===== config.mk =====
export PLATFORM = sky130hd
export DESIGN_NAME = zsy_bcd_scan_counter
export DESIGN_NICKNAME = d
export VERILOG_FILES = /design/src/rtl/zsy_bcd_scan_counter.sv
export SDC_FILE = /design/constraint.sdc
export NUM_CORES = 1
export LEC_CHECK = 0
export CAP_MARGIN = 0
export CORE_UTILIZATION = 27
export DETAILED_ROUTE_END_ITERATION = 8
export REMOVE_ABC_BUFFERS = 1
export SLEW_MARGIN = 20
export SYNTH_ARGS = -nofsm -noshare
export SYNTH_HDL_FRONTEND = slang
export SYNTH_SLANG_ARGS = --single-unit

===== constraint.sdc =====
create_clock -name CP -period 3.15 [get_ports CP]
set_clock_uncertainty 0.1 [all_clocks]
set_input_delay 0.945 -clock CP [delete_from_list [all_inputs] [get_ports CP]]
set_output_delay 0.945 -clock CP [all_outputs]
set_load 0.01 [all_outputs]

===== src/rtl/zsy_bcd_scan_counter.sv =====
// DIGITS-wide BCD up/down counter with reload/terminal compare and a multiplexed 7-segment scan driver.
// Optional leading-zero blanking is enabled by defining ZSY_LZB_EN.
module zsy_bcd_scan_counter #(
   parameter int unsigned DIGITS   = 4,
   parameter int unsigned SCAN_DIV = 1000
) (
   input  logic                  CP,
   input  logic                  MR,
   input  logic                  EN,
   input  logic                  UP,
   input  logic [4*DIGITS-1:0]   A,
   input  logic [4*DIGITS-1:0]   B,
   output logic [4*DIGITS-1:0]   Q,
   output logic                  TC,
   output logic [6:0]            Y,
   output logic [DIGITS-1:0]     DIG,
   output logic                  DP
);

   localparam int unsigned IW = (DIGITS > 1) ? $clog2(DIGITS) : 1;
   localparam int unsigned PW = $clog2(SCAN_DIV);
   localparam logic [IW-1:0] IDX_LAST = IW'(DIGITS - 1);
   localparam logic [PW-1:0] PRE_LAST = PW'(SCAN_DIV - 1);

   logic [4*DIGITS-1:0] cnt_q, cnt_d;
   logic                tc_q, tc_d;
   logic [PW-1:0]       pre_q, pre_d;
   logic [IW-1:0]       idx_q, idx_d;
   logic [6:0]          seg_q, seg_d;
   logic [DIGITS-1:0]   dig_q, dig_d;

   logic                carry;
   logic [3:0]          digit;
   logic [3:0]          sel;
`ifdef ZSY_LZB_EN
   logic                upper_zero;
   logic                blank;
`endif

   function automatic logic [6:0] decode(input logic [3:0] d);
      case (d)
         4'd0:    decode = 7'h3F;
         4'd1:    decode = 7'h06;
         4'd2:    decode = 7'h5B;
         4'd3:    decode = 7'h4F;
         4'd4:    decode = 7'h66;
         4'd5:    decode = 7'h6D;
         4'd6:    decode = 7'h7C;
         4'd7:    decode = 7'h07;
         4'd8:    decode = 7'h7F;
         4'd9:    decode = 7'h67;
         default: decode = 7'h00;
      endcase
   endfunction

   // Ripple carry/borrow through the digits; non-BCD digits act like 9 (up) or 0 (down).
   always_comb begin
      cnt_d = cnt_q;
      tc_d  = 1'b0;
      carry = 1'b1;
      digit = '0;
      if (EN) begin
         if (cnt_q == B) begin
            cnt_d = A;
            tc_d  = 1'b1;
         end else begin
            for (int unsigned i = 0; i < DIGITS; i++) begin
               digit = cnt_q[4*i +: 4];
               if (carry) begin
                  if (UP) begin
                     if (digit >= 4'd9) begin
                        cnt_d[4*i +: 4] = 4'd0;
                     end else begin
                        cnt_d[4*i +: 4] = digit + 4'd1;
                        carry           = 1'b0;
                     end
                  end else begin
                     if (digit == 4'd0 || digit > 4'd9) begin
                        cnt_d[4*i +: 4] = 4'd9;
                     end else begin
                        cnt_d[4*i +: 4] = digit - 4'd1;
                        carry           = 1'b0;
                     end
                  end
               end
            end
         end
      end
   end

   always_comb begin
      pre_d = pre_q + 1'b1;
      idx_d = idx_q;
      if (pre_q == PRE_LAST) begin
         pre_d = '0;
         idx_d = (idx_q == IDX_LAST) ? '0 : idx_q + 1'b1;
      end
   end

   always_comb begin
      sel   = '0;
      dig_d = '1;
`ifdef ZSY_LZB_EN
      upper_zero = 1'b1;
      blank      = 1'b0;
`endif
      // Walk from the top digit down so the all-higher-zero flag is available per position.
      for (int unsigned k = 0; k < DIGITS; k++) begin
`ifdef ZSY_LZB_EN
         upper_zero = upper_zero && (cnt_q[4*(DIGITS-1-k) +: 4] == 4'd0);
`endif
         if (IW'(DIGITS - 1 - k) == idx_q) begin
            sel = cnt_q[4*(DIGITS-1-k) +: 4];
`ifdef ZSY_LZB_EN
            blank = upper_zero && (k != DIGITS - 1);
`endif
         end
         dig_d[k] = (IW'(k) != idx_q);
      end
`ifdef ZSY_LZB_EN
      seg_d = blank ? 7'h00 : decode(sel);
`else
      seg_d = decode(sel);
`endif
   end

   always_ff @(posedge CP or posedge MR) begin
      if (MR) begin
         cnt_q <= '0;
         tc_q  <= 1'b0;
         pre_q <= '0;
         idx_q <= '0;
         seg_q <= '0;
         dig_q <= '1;
      end else begin
         cnt_q <= cnt_d;
         tc_q  <= tc_d;
         pre_q <= pre_d;
         idx_q <= idx_d;
         seg_q <= seg_d;
         dig_q <= dig_d;
      end
   end

   assign Q   = cnt_q;
   assign TC  = tc_q;
   assign Y   = seg_q;
   assign DIG = dig_q;
   assign DP  = 1'b1;

endmodule


Yosys cells after proc, flatten, opt, wreduce, memory -nomap -nowiden
Memories as Yosys holds them, arrays and structs flattened. A register that Yosys moved wholly into a read port is not among the register bits.
Cells that the tools add are included.
{"block": "word_totals", "regBits": 33, "mem_bits_ro": 112, "in_bits": 36, "out_inout_bits": 29, "word_cells": 93, "n_memories": 1}
{"name": "(name not given)", "depth": 16, "width": 7, "read_ports": 1, "rd_ports_with_merged_regs": 1, "write_ports": 0, "line": "41", "text": "case (d)"}
{"block": "op_classes", "n_addsub": 10, "magnitude_cmp": 8, "eq_ne": 9, "muxes": 41, "reduce_logical": 16}
{"cell": "2-to-1 mux 4 bit", "n": 19}
{"cell": "2-to-1 mux 1 bit", "n": 19}
{"cell": "adder 4 x 1 -> 4 bit, second input constant", "n": 4}
{"cell": "equality test 16 bit", "n": 1}
{"cell": ">= comparator 4 bit, second input constant", "n": 4}
{"cell": "> comparator 4 bit, second input constant", "n": 4}
{"cell": "zero test 4 bit", "n": 4}
{"cell": "2-to-1 mux 16 bit", "n": 1}
{"cell": "subtractor 4 x 1 -> 4 bit, second input constant", "n": 4}
{"cell": "adder 10 x 1 -> 10 bit, second input constant", "n": 1}
{"cell": "equality test 10 bit, second input constant", "n": 1}
{"cell": "2-to-1 mux 10 bit", "n": 1}
{"cell": "nonzero test 2 bit", "n": 4}
{"cell": "AND reduction 2 bit", "n": 3}
{"cell": "equality test 2 bit, first input constant", "n": 2}
{"cell": "logical OR 1 bit", "n": 4}
{"cell": "!= test 2 bit, first input constant", "n": 2}
{"cell": "adder 2 x 1 -> 2 bit, second input constant", "n": 1}
{"cell": "equality test 1 x 2 -> 1 bit, first input constant", "n": 1}
{"cell": "equality test 2 bit, second input constant", "n": 1}
{"cell": "zero test 2 bit", "n": 1}
{"cell": "2-to-1 mux 2 bit", "n": 1}
{"cell": "!= test 1 x 2 -> 1 bit, first input constant", "n": 1}

Longest topological paths before layout
Gate-level depths: netlist of the first run.
{"block": "logic_depth", "word_depth": 14, "mapped_depth": 11, "mapped_depth_nobuf": 11}

Least setup slack after synthesis of the first run
No wires, ideal clock.
{"block": "synth_timing", "path_type": "input to register", "from": "in UP", "to": "reg cnt_q[13], in the netlist Q[13]", "setup_time_ns": 0.123, "arrival_ns": 2.215, "required_time_ns": 2.927, "path_slack_ns": 0.713, "stages": 6, "path_buffers": 1, "path_cell_list": "buf_2 > and3_1 > a211oi_1 > or3_1 > o22ai_2 > o221a_2"}
{"block": "synth_between", "elab_chain_len": 11, "elab_cells_between_ends": 16, "cone_classes": "mux: 14; reduce/logical: 2"}
{"item": "start: declaration", "line": "10", "text": "input logic UP,"}
{"item": "2-to-1 mux 1 bit", "line": "70", "text": "if (UP) begin"}
{"item": "2-to-1 mux 1 bit", "line": "63", "text": "if (cnt_q == B) begin"}
{"item": "2-to-1 mux 1 bit", "line": "62", "text": "if (EN) begin"}
{"item": "2-to-1 mux 1 bit", "line": "69", "text": "if (carry) begin"}
{"item": "2-to-1 mux 1 bit", "line": "63"}
{"item": "2-to-1 mux 1 bit", "line": "62"}
{"item": "2-to-1 mux 1 bit", "line": "69"}
{"item": "2-to-1 mux 1 bit", "line": "63"}
{"item": "2-to-1 mux 1 bit", "line": "62"}
{"item": "nonzero test 2 bit (no line)"}
{"item": "AND reduction 2 bit (no line)"}
{"item": "end signal: assignment", "line": "136", "text": "cnt_q <= cnt_d;"}
{"item": "end: declaration", "line": "25", "text": "logic [4*DIGITS-1:0] cnt_q, cnt_d;"}
Parallel ways exist; a longest one is shown, timed or not. The select of a mux whose other input is x is not followed.
A chain may end at the register's enable or synchronous reset.

Worst setup path in the final report of the first run
{"block": "layout_timing", "from": "in UP", "to": "reg cnt_q[10], in the netlist Q[10]"}
{"block": "layout_between", "elab_chain_len": 8, "elab_cells_between_ends": 12, "cone_classes": "mux: 10; reduce/logical: 2"}
{"item": "2-to-1 mux 1 bit", "line": "70"}
{"item": "2-to-1 mux 1 bit", "line": "63"}
{"item": "2-to-1 mux 1 bit", "line": "62"}
{"item": "2-to-1 mux 1 bit", "line": "69"}
{"item": "2-to-1 mux 1 bit", "line": "63"}
{"item": "2-to-1 mux 1 bit", "line": "62"}
{"item": "nonzero test 2 bit (no line)"}
{"item": "AND reduction 2 bit (no line)"}
Parallel ways exist; a longest one is shown, timed or not. The select of a mux whose other input is x is not followed.

==> impl_metrics.env, run 1 <==
export IMPL_layout_commonest_cell="clkdlybuf4s50_1"
export IMPL_root_buffer="clkbuf_16"
export IMPL_ctsHoldBuffers=0
export IMPL_final_nets=473
export IMPL_dp_cells=550
export IMPL_ios=65
export IMPL_vias_per_cell=5.26
export IMPL_p_per_area_mw_per_mm2=824
export IMPL_io_buffers=63
export IMPL_drive_gt1_share_pct=11.1
export IMPL_synth_top_area_cell="dfrtp_1"
export IMPL_yosys_area_top_type_share_pct=27.9
export IMPL_fp_coreArea_sq_mm=0.0116
export IMPL_n_antenna_cell=0
export IMPL_r2r_slack_ns=0.50
export IMPL_critPathLaunchType="input pin"
export IMPL_reg2reg_depth=8
export IMPL_drv_slew=0
export IMPL_finalSetupViolCount=0
export IMPL_grt_max_degree=41
export IMPL_fp_row_count=39
export IMPL_synth_top_family_by_area="compound AO/OA/AOI/OAI gates"
export IMPL_synth_compound_area_share_pct=22.8
export IMPL_finalSetupTns_ns=0
export IMPL_cp_top_family="buffers and inverters"
export IMPL_synth_top_flop_cell="dfrtp_1"
export IMPL_synth_fa_ha_area_share_pct=8.90
export IMPL_crit_chain="clkdlybuf4s50_1 > buf_4 > nor4b_1 > a211oi_1 > or3_1 > a2111oi_2 > a221o_1"
export IMPL_critPathBufInv=2
export IMPL_cts_sinks=40
export IMPL_cts_setup_buffers=0
export IMPL_hp_class="reg2reg"
export IMPL_grt_usage_pct=14.2
export IMPL_grt_pass1_vias=2916
export IMPL_wl_per_cell_um=15.5
export IMPL_syn_area_per_cell_sq_um=9.11
export IMPL_drv_cap=0
export IMPL_r2r_start="Q[0]"
export IMPL_ys_ff_latch=40
export IMPL_yosys_top_cells_area="dfrtp_1 28%, ha_1 8.9%, xor2_1 5.4%, a21oi_1 3.2%, dfstp_2 3.2%"
export IMPL_antenna_found_initial=0
export IMPL_synth_edf_count=0
export IMPL_synth_cell_types=64
export IMPL_totalWireLength_um=8660
export IMPL_initial_core_util_pct=28.0
export IMPL_finalCriticalPeriod_ns=2.88
export IMPL_die_y_um=111
export IMPL_gp_congestion=0.819
export IMPL_violations="design-rule violations"
export IMPL_vias=2937
export IMPL_dp_hpwl_um=6640
export IMPL_hold_ws_ns=0.357
export IMPL_worst_pin_slew_ns=0.678
export IMPL_startpoint="UP"
export IMPL_slowest_delay_ns=0.51
export IMPL_drt_iter0_drc=117
export IMPL_area_delta_synth_final_pct=29.1
export IMPL_outcome="complete, but fails checks"
export IMPL_max_slew_margin_pct=54.8
export IMPL_cts_tree="done"
export IMPL_yosys_area_share_simple_pct=18.5
export IMPL_htreeDepth=2
export IMPL_crit_slowest_cell="clkdlybuf4s50_1"
export IMPL_cts_made_buffers=5
export IMPL_yosys_warnings=0
export IMPL_final_cell_mix="63 x clkdlybuf4s50_1, 36 x dfrtp_1, 28 x inv_1"
export IMPL_ant_nets=0
export IMPL_grt_overflow=0
export IMPL_end_kind="register"
export IMPL_ir_worst_vdd_v=0.000263
export IMPL_fin_cells=558
export IMPL_worst_path_stages=7
export IMPL_synth_cells=355
export IMPL_clk_pin_slew_ns=0.06
export IMPL_dr_pass1_iters=7
export IMPL_fmax_mhz=348
export IMPL_hold_viol=0
export IMPL_die_w_um=111
export IMPL_cp_endpoint="Q[10]"
export IMPL_crit_arrival_ns=2.99
export IMPL_path_max_fanout=7
export IMPL_ys_seq_area_share_pct=31.1
export IMPL_required_ns=3.27
export IMPL_remaining_drc_errors=8
export IMPL_post_route_cell_area_sq_mm=0.00417
export IMPL_cts_resized=0
export IMPL_synthMuxAreaShare_pct=3.79
export IMPL_synth_xor_xnor_area_share_pct=7.04
export IMPL_crit_type="in2reg"
export IMPL_netlist_area_sq_mm=0.00323
export IMPL_dieArea_sq_mm=0.0124
export IMPL_grt_pass1_wl_um=14300
export IMPL_dpl_instance_area_sq_mm=0.00401
export IMPL_post_route_period_util_pct=91.3
export IMPL_clockBufferDepth=2
export IMPL_timing_rr_end="Q[10]"
export IMPL_clock_latency_ns=0.28
export IMPL_p_leak_nw=1.77
export IMPL_async_reset_ff_share_pct=100
export IMPL_rsz0062_at_grt="no"
## area by class of cell
class / instances / area, sq um
inverters: 29 / 109
multi-input cells: 261 / 1980
well taps: 143 / 179
flip-flops and latches: 40 / 1010
clock inverters: 3 / 42.5
clock buffers: 5 / 125
repair buffers: 77 / 736
fillers: 1174 / 7390
## routing by layer
| layer | vias up | GRT usage [%] | part of all wire (%) |
|---|---|---|---|
| li1 | 1416 | - | - |
| met1 | 1416 | 18.6 | 44 |
| met2 | 91 | 23.7 | 48 |
| met3 | 14 | 2.45 | 5.5 |
| met4 | 0 | 4.59 | 1.8 |
| met5 | - | 0 | 0 |
## how the worst min path moves through the flow
stage	slack [ns]	endpoint	from	cells past startpoint
floorplan	0.33	pre_q[0]	pre_q[0]	1
global placement	0.35	pre_q[0]	pre_q[0]	1
detailed placement	0.35	pre_q[0]	pre_q[0]	1
CTS	0.36	pre_q[0]	pre_q[0]	1
global route	0.38	pre_q[0]	pre_q[0]	1
finish	0.36	pre_q[0]	pre_q[0]	1
## kinds of logic after synthesis
logic type	after synthesis
flip-flops	40
XOR/XNOR	26
multiplexers	12
buffers and inverters	54
other	1
adder cells (fa/ha/maj)	23
AO/OA/AOI/OAI	99
AND/OR/NAND/NOR	100
## cells in the mapped netlist (2+ instances only)
library cell / number
a31oi_1: 6
buf_2: 9
buf_1: 2
or3_1: 2
a21oi_2: 2
mux2i_1: 10
o22ai_1: 8
ha_1: 23
nor4_2: 4
nor3b_1: 2
nand3_1: 9
nand2_1: 19
xor2_1: 20
nor3_1: 13
a311oi_1: 2
xnor2_1: 6
a211oi_1: 10
o21ai_0: 10
a21oi_1: 21
nor2b_1: 9
clkbuf_1: 8
nand4b_1: 3
nor4b_1: 2
dfstp_2: 4
buf_4: 2
a211o_1: 2
nor2_1: 16
o221a_2: 2
o21bai_1: 4
nand3b_1: 4
nor4_1: 3
a221o_1: 6
buf_6: 4
inv_1: 28
and3_1: 4
dfrtp_1: 36
o221a_1: 2
and4_1: 2
a221oi_1: 9
o32ai_1: 2
mux2_2: 2
## where the power goes
part	internal (mW)	leakage [nW]	switching, mW
logic	0.929	1.21	0.918
registers	0.656	0.479	0.356
clock network	0.372	0.0798	0.207
## flip-flops by register name, indices dropped and copies added (netlist names)
signal	flops
TC	1
Q	16
idx_q	2
pre_q	10
DIG	4
Y	7
## stage by stage
stage	total power, mW	worst slack (ns)	util (%)
3_3_place_gp	2.81	0.0597	34.6
2_1_floorplan	2.10	0.656	-
5_1_grt	3.68	0.152	36.1
3_5_place_dp	2.86	0.0173	34.6
6_report	3.44	0.274	36.1
4_1_cts	3.45	0.292	36.1
Note: power is estimated with default switching activity, not from simulation.
==> run 2: changes to the inputs <==
==> constraint.sdc (replaced) <==
create_clock -name CP -period 3.65 [get_ports CP]
set_clock_uncertainty 0.1 [all_clocks]
set_input_delay 1.095 -clock CP [delete_from_list [all_inputs] [get_ports CP]]
set_output_delay 1.095 -clock CP [all_outputs]
set_load 0.01 [all_outputs]
==> run 2 against run 1 <==
  * The flow still finishes with violations (design-rule violations)
  * Non-clock buffer count shrank 4
  * Total power shrank 10%
  * Global-route usage shrank 0.60 points
  * Cell area grew 0.72%
  * Cell count shrank 0.72%
  * Sequential power shrank 11%
  * First-iteration DRC count grew 35%
  * Hold slack gained 0.0074 ns
  * Die area is the same
==> impl_metrics.env, run 2 (synthesis gave the netlist of run 1 again) <==
export IMPL_outcome="complete, but fails checks"
export IMPL_violations="design-rule violations"
export IMPL_gp_congestion=0.834
export IMPL_power_mw=3.08
export IMPL_reg2reg_depth=8
export IMPL_post_route_cell_area_sq_mm=0.00420
export IMPL_cts_made_buffers=5
export IMPL_layout_commonest_cell="clkdlybuf4s50_1"
export IMPL_fmax_mhz=319
export IMPL_grt_usage_pct=13.6
export IMPL_timing_rr_end="Q[13]"
export IMPL_r2r_start="Q[0]"
export IMPL_dr_pass1_iters=7
export IMPL_p_leak_nw=1.78
export IMPL_p_int_mw=1.82
export IMPL_dp_cells=546
export IMPL_crit_arrival_ns=3.25
export IMPL_clkPwrFrac_pct=20.7
export IMPL_antenna_found_initial=0
export IMPL_drv_slew=0
export IMPL_finalCriticalPeriod_ns=3.13
export IMPL_r2r_slack_ns=0.93
export IMPL_ctsHoldBuffers=0
export IMPL_end_kind="register"
export IMPL_cp_endpoint="Q[13]"
export IMPL_clock_latency_ns=0.29
export IMPL_power_frac_comb_pct=50.1
export IMPL_area_delta_synth_final_pct=30.0
export IMPL_drt_iter0_drc=158
export IMPL_root_buffer="clkbuf_16"
export IMPL_dpl_instance_area_sq_mm=0.00399
export IMPL_drv_cap=0
export IMPL_initial_core_util_pct=28.0
export IMPL_hold_viol=0
export IMPL_n_fill_cell=1136
export IMPL_path_max_fanout=22
export IMPL_remaining_drc_errors=7
export IMPL_fin_cells=554
export IMPL_cts_tree="done"
export IMPL_io_buffers=63
export IMPL_final_nets=469
export IMPL_worst_pin_slew_ns=0.685
export IMPL_grt_pass1_wl_um=13700
export IMPL_regArea_sq_mm=0.00101
export IMPL_cts_setup_buffers=0
export IMPL_post_route_period_util_pct=85.8
export IMPL_grt_max_degree=41
export IMPL_switching_share_pct=41.1
export IMPL_largest_reg_flops=16
export IMPL_ant_nets=0
export IMPL_finalSetupTns_ns=0
export IMPL_required_ns=3.77
export IMPL_startpoint="UP"
export IMPL_p_sw_mw=1.27
export IMPL_max_slew_margin_pct=54.3
export IMPL_p_per_area_mw_per_mm2=733
export IMPL_finalSetupViolCount=0
export IMPL_ios=65
export IMPL_htreeDepth=2
export IMPL_grt_pass1_vias=2747
export IMPL_cts_sinks=40
export IMPL_hp_class="reg2reg"
export IMPL_rsz0062_at_grt="no"
export IMPL_ir_worst_vdd_v=0.000209
export IMPL_dp_hpwl_um=6310
export IMPL_fp_coreArea_sq_mm=0.0116
export IMPL_dieArea_sq_mm=0.0124
export IMPL_die_w_um=111
export IMPL_power_frac_seq_pct=29.2
export IMPL_multi_input_area_sq_mm=0.00198
export IMPL_critPathLaunchType="input pin"
export IMPL_vias=2892
export IMPL_totalWireLength_um=8360
export IMPL_hold_ws_ns=0.365
export IMPL_crit_type="in2reg"
export IMPL_wl_per_cell_um=15.1
export IMPL_grt_overflow=0
export IMPL_fp_row_count=39
export IMPL_die_y_um=111
export IMPL_vias_per_cell=5.22
export IMPL_cts_resized=0
export IMPL_final_cell_mix="63 x clkdlybuf4s50_1, 36 x dfrtp_1, 28 x inv_1"
export IMPL_drive_gt1_share_pct=10.2
export IMPL_n_antenna_cell=0
export IMPL_clockBufferDepth=2
export IMPL_clk_pin_slew_ns=0.06
run 2: layer usage:
metal,wire length [um],track usage [%],up-vias
li1,-,-,1410
met1,3900,17.8,1374
met2,3900,22.4,102
met3,485,3.21,6
met4,70,3.69,0
met5,0,0,-
run 2: layout make-up:
class / instances / area share (%)
multi-input combinational: 261 / 47.0
inverter: 29 / 2.59
clock buffer: 5 / 2.98
clock inverter: 3 / 2.14
sequential: 40 / 23.9
timing repair buffer: 73 / 17.1
tap: 143 / 4.26
run 2: worst min-delay path by stage:
stage                        start        to  slack, ns  cells past startpoint
after detailed placement  pre_q[0]  pre_q[0]       0.35                      1
after global routing      pre_q[0]  pre_q[0]       0.40                      1
final                     pre_q[0]  pre_q[0]       0.36                      1
after global placement    pre_q[0]  pre_q[0]       0.35                      1
after CTS                 pre_q[0]  pre_q[0]       0.37                      1
after floorplan           pre_q[0]  pre_q[0]       0.33                      1
run 2: critical path, cell delays in order:
cell             delay (ns)
clkdlybuf4s50_1        0.61
buf_12                 0.26
nor4b_1                0.25
a211oi_1               0.12
or3_1                  0.44
o22ai_2                0.23
o221a_2                0.23
run 2: per-stage QoR:
stage               worst slack (ns)  utilization [%]
floorplan                       1.01                -
global route                   0.351             36.4
detailed placement             0.230             34.5
CTS                            0.523             36.4
global placement               0.191             34.5
finish                         0.520             36.4
run 2: power by group through the flow:
stage | clock network [mW] | registers [mW] | logic (mW)
after CTS | 0.648 | 0.898 | 1.54
after floorplan | 0 | 0.853 | 0.963
final | 0.639 | 0.900 | 1.54
after detailed placement | 0 | 0.903 | 1.53
after global placement | 0 | 0.905 | 1.51
after global routing | 0.668 | 0.932 | 1.71
==> run 3: changes to the inputs <==
--- a/config.mk
+++ b/config.mk
@@ -7,9 +7,11 @@
 export LEC_CHECK = 0
 export CAP_MARGIN = 0
 export CORE_UTILIZATION = 27
+export CTS_BUF_LIST = sky130_fd_sc_hd__clkbuf_4
 export DETAILED_ROUTE_END_ITERATION = 8
 export REMOVE_ABC_BUFFERS = 1
 export SLEW_MARGIN = 20
 export SYNTH_ARGS = -nofsm -noshare
 export SYNTH_HDL_FRONTEND = slang
 export SYNTH_SLANG_ARGS = --single-unit
+export TNS_END_PERCENT = 50
==> constraint.sdc (replaced) <==
create_clock -name CP -period 4 [get_ports CP]
set_clock_uncertainty 0.1 [all_clocks]
set_input_delay 1.2 -clock CP [delete_from_list [all_inputs] [get_ports CP]]
set_output_delay 1.2 -clock CP [all_outputs]
set_load 0.01 [all_outputs]
==> run 3 against run 2 <==
  * The run still ends with design-rule violations left
  * Non-clock buffer count is 5 lower
  * Register-to-register slack better by 0.19 ns
  * Cell area is 5.1% lower
  * Largest power group unchanged
==> impl_metrics.env, run 3 (synthesis gave the netlist of run 1 again) <==
export IMPL_vias=2913
export IMPL_final_nets=464
export IMPL_post_route_period_util_pct=82.8
export IMPL_grt_max_degree=41
export IMPL_ctsHoldBuffers=0
export IMPL_p_leak_nw=1.68
export IMPL_cts_made_buffers=5
export IMPL_gp_congestion=0.919
export IMPL_top_layer_used="met4"
export IMPL_ios=65
export IMPL_finalSetupTns_ns=0
export IMPL_ir_worst_vdd_v=0.000200
export IMPL_dr_wl_met2_um=4030
export IMPL_drive_gt1_share_pct=8.89
export IMPL_clock_latency_ns=0.37
export IMPL_fmax_mhz=302
export IMPL_wl_per_cell_um=15.5
export IMPL_finalSetupViolCount=0
export IMPL_grt_usage_pct=13.9
export IMPL_io_buffers=63
export IMPL_cts_tree="done"
export IMPL_largest_reg_flops=16
export IMPL_drv_cap=0
export IMPL_dr_wl_met3_um=478
export IMPL_path_max_fanout=16
export IMPL_root_buffer="clkbuf_4"
export IMPL_grt_pass1_vias=2820
export IMPL_critPathLaunchType="input pin"
export IMPL_ant_nets=0
export IMPL_cts_resized=0
export IMPL_remaining_drc_errors=4
export IMPL_drt_iter0_drc=157
export IMPL_n_fill_cell=1185
export IMPL_rsz0062_at_grt="no"
export IMPL_fp_row_count=39
export IMPL_totalWireLength_um=8480
export IMPL_crit_type="in2reg"
export IMPL_cts_setup_buffers=0
export IMPL_end_kind="register"
export IMPL_p_per_area_mw_per_mm2=606
export IMPL_dp_hpwl_um=6360
export IMPL_hp_class="reg2reg"
export IMPL_n_antenna_cell=0
export IMPL_max_slew_margin_pct=55.5
export IMPL_hold_viol=0
export IMPL_vias_per_cell=5.32
export IMPL_met1Wirelength_um=3900
export IMPL_grt_overflow=0
export IMPL_finalCriticalPeriod_ns=3.31
export IMPL_clk_pin_slew_ns=0.12
export IMPL_final_cell_mix="63 x clkdlybuf4s50_1, 36 x dfrtp_1, 28 x inv_1"
export IMPL_cts_sinks=40
export IMPL_drv_slew=0
export IMPL_layout_commonest_cell="clkdlybuf4s50_1"
export IMPL_grt_pass1_wl_um=13800
export IMPL_crit_arrival_ns=3.51
export IMPL_area_delta_synth_final_pct=23.3
export IMPL_clockBufferDepth=2
export IMPL_dieArea_sq_mm=0.0124
export IMPL_initial_core_util_pct=28.0
export IMPL_outcome="complete, but fails checks"
export IMPL_violations="design-rule violations"
export IMPL_worst_pin_slew_ns=0.663
export IMPL_power_mw=2.42
export IMPL_required_ns=4.20
export IMPL_dr_pass1_iters=9
export IMPL_htreeDepth=2
export IMPL_die_w_um=111
export IMPL_fp_coreArea_sq_mm=0.0116
export IMPL_die_y_um=111
export IMPL_antenna_found_initial=0
run 3: final cells by class:
class | count | area (sq um) | area share (%)
clock inverter | 2 | 12.5 | 0.314
timing repair buffer | 68 | 668 | 16.8
tap | 143 | 179 | 4.49
clock buffer | 5 | 37.5 | 0.941
inverter | 29 | 109 | 2.73
sequential | 40 | 1010 | 25.2
multi-input combinational | 261 | 1980 | 49.6
run 3: final timing paths:
| path | from | endpoint | slack, ns | cells past startpoint |
|---|---|---|---|---|
| worst max register to register | Q[3] | Q[15] | 1.12 | 5 |
| worst max-delay path | B[3] | Q[15] | 0.69 | 6 |
| worst min register to register | pre_q[0] | pre_q[0] | 0.37 | 1 |
| min in group asynchronous | MR | Q[4] | 1.16 | 3 |
| worst min-delay path | pre_q[0] | pre_q[0] | 0.37 | 1 |
| max in group asynchronous | MR | DIG[1] | 2.27 | 3 |
run 3: critical path: stages:
cell	delay [ns]
clkdlybuf4s50_1	0.43
xor2_1	0.17
nor4_2	0.52
nand4_2	0.53
o22ai_2	0.42
o221a_2	0.24
run 3: where the power goes:
group          switching, mW  total, mW  internal [mW]
Sequential             0.305      0.820          0.515
Combinational          0.685       1.39          0.705
Clock                  0.142      0.206         0.0642
Total                   1.13       2.42           1.28
run 3: routing by layer:
layer,track usage (%),vias to the layer above
li1,-,1402
met1,18.5,1403
met2,23.0,98
met3,2.34,10
met4,4.23,0
met5,0,-
run 3: per-stage QoR:
step	instance area (sq um)	worst slack [ns]	cells	hold slack [ns]	util [%]
global route	3990	0.602	548	0.394	34.5
detailed placement	3940	0.374	541	0.355	34.1
finish	3990	0.688	548	0.365	34.5
floorplan	3090	1.25	330	0.333	-
CTS	3990	0.749	548	0.372	34.5
global placement	3940	0.401	541	0.346	34.1
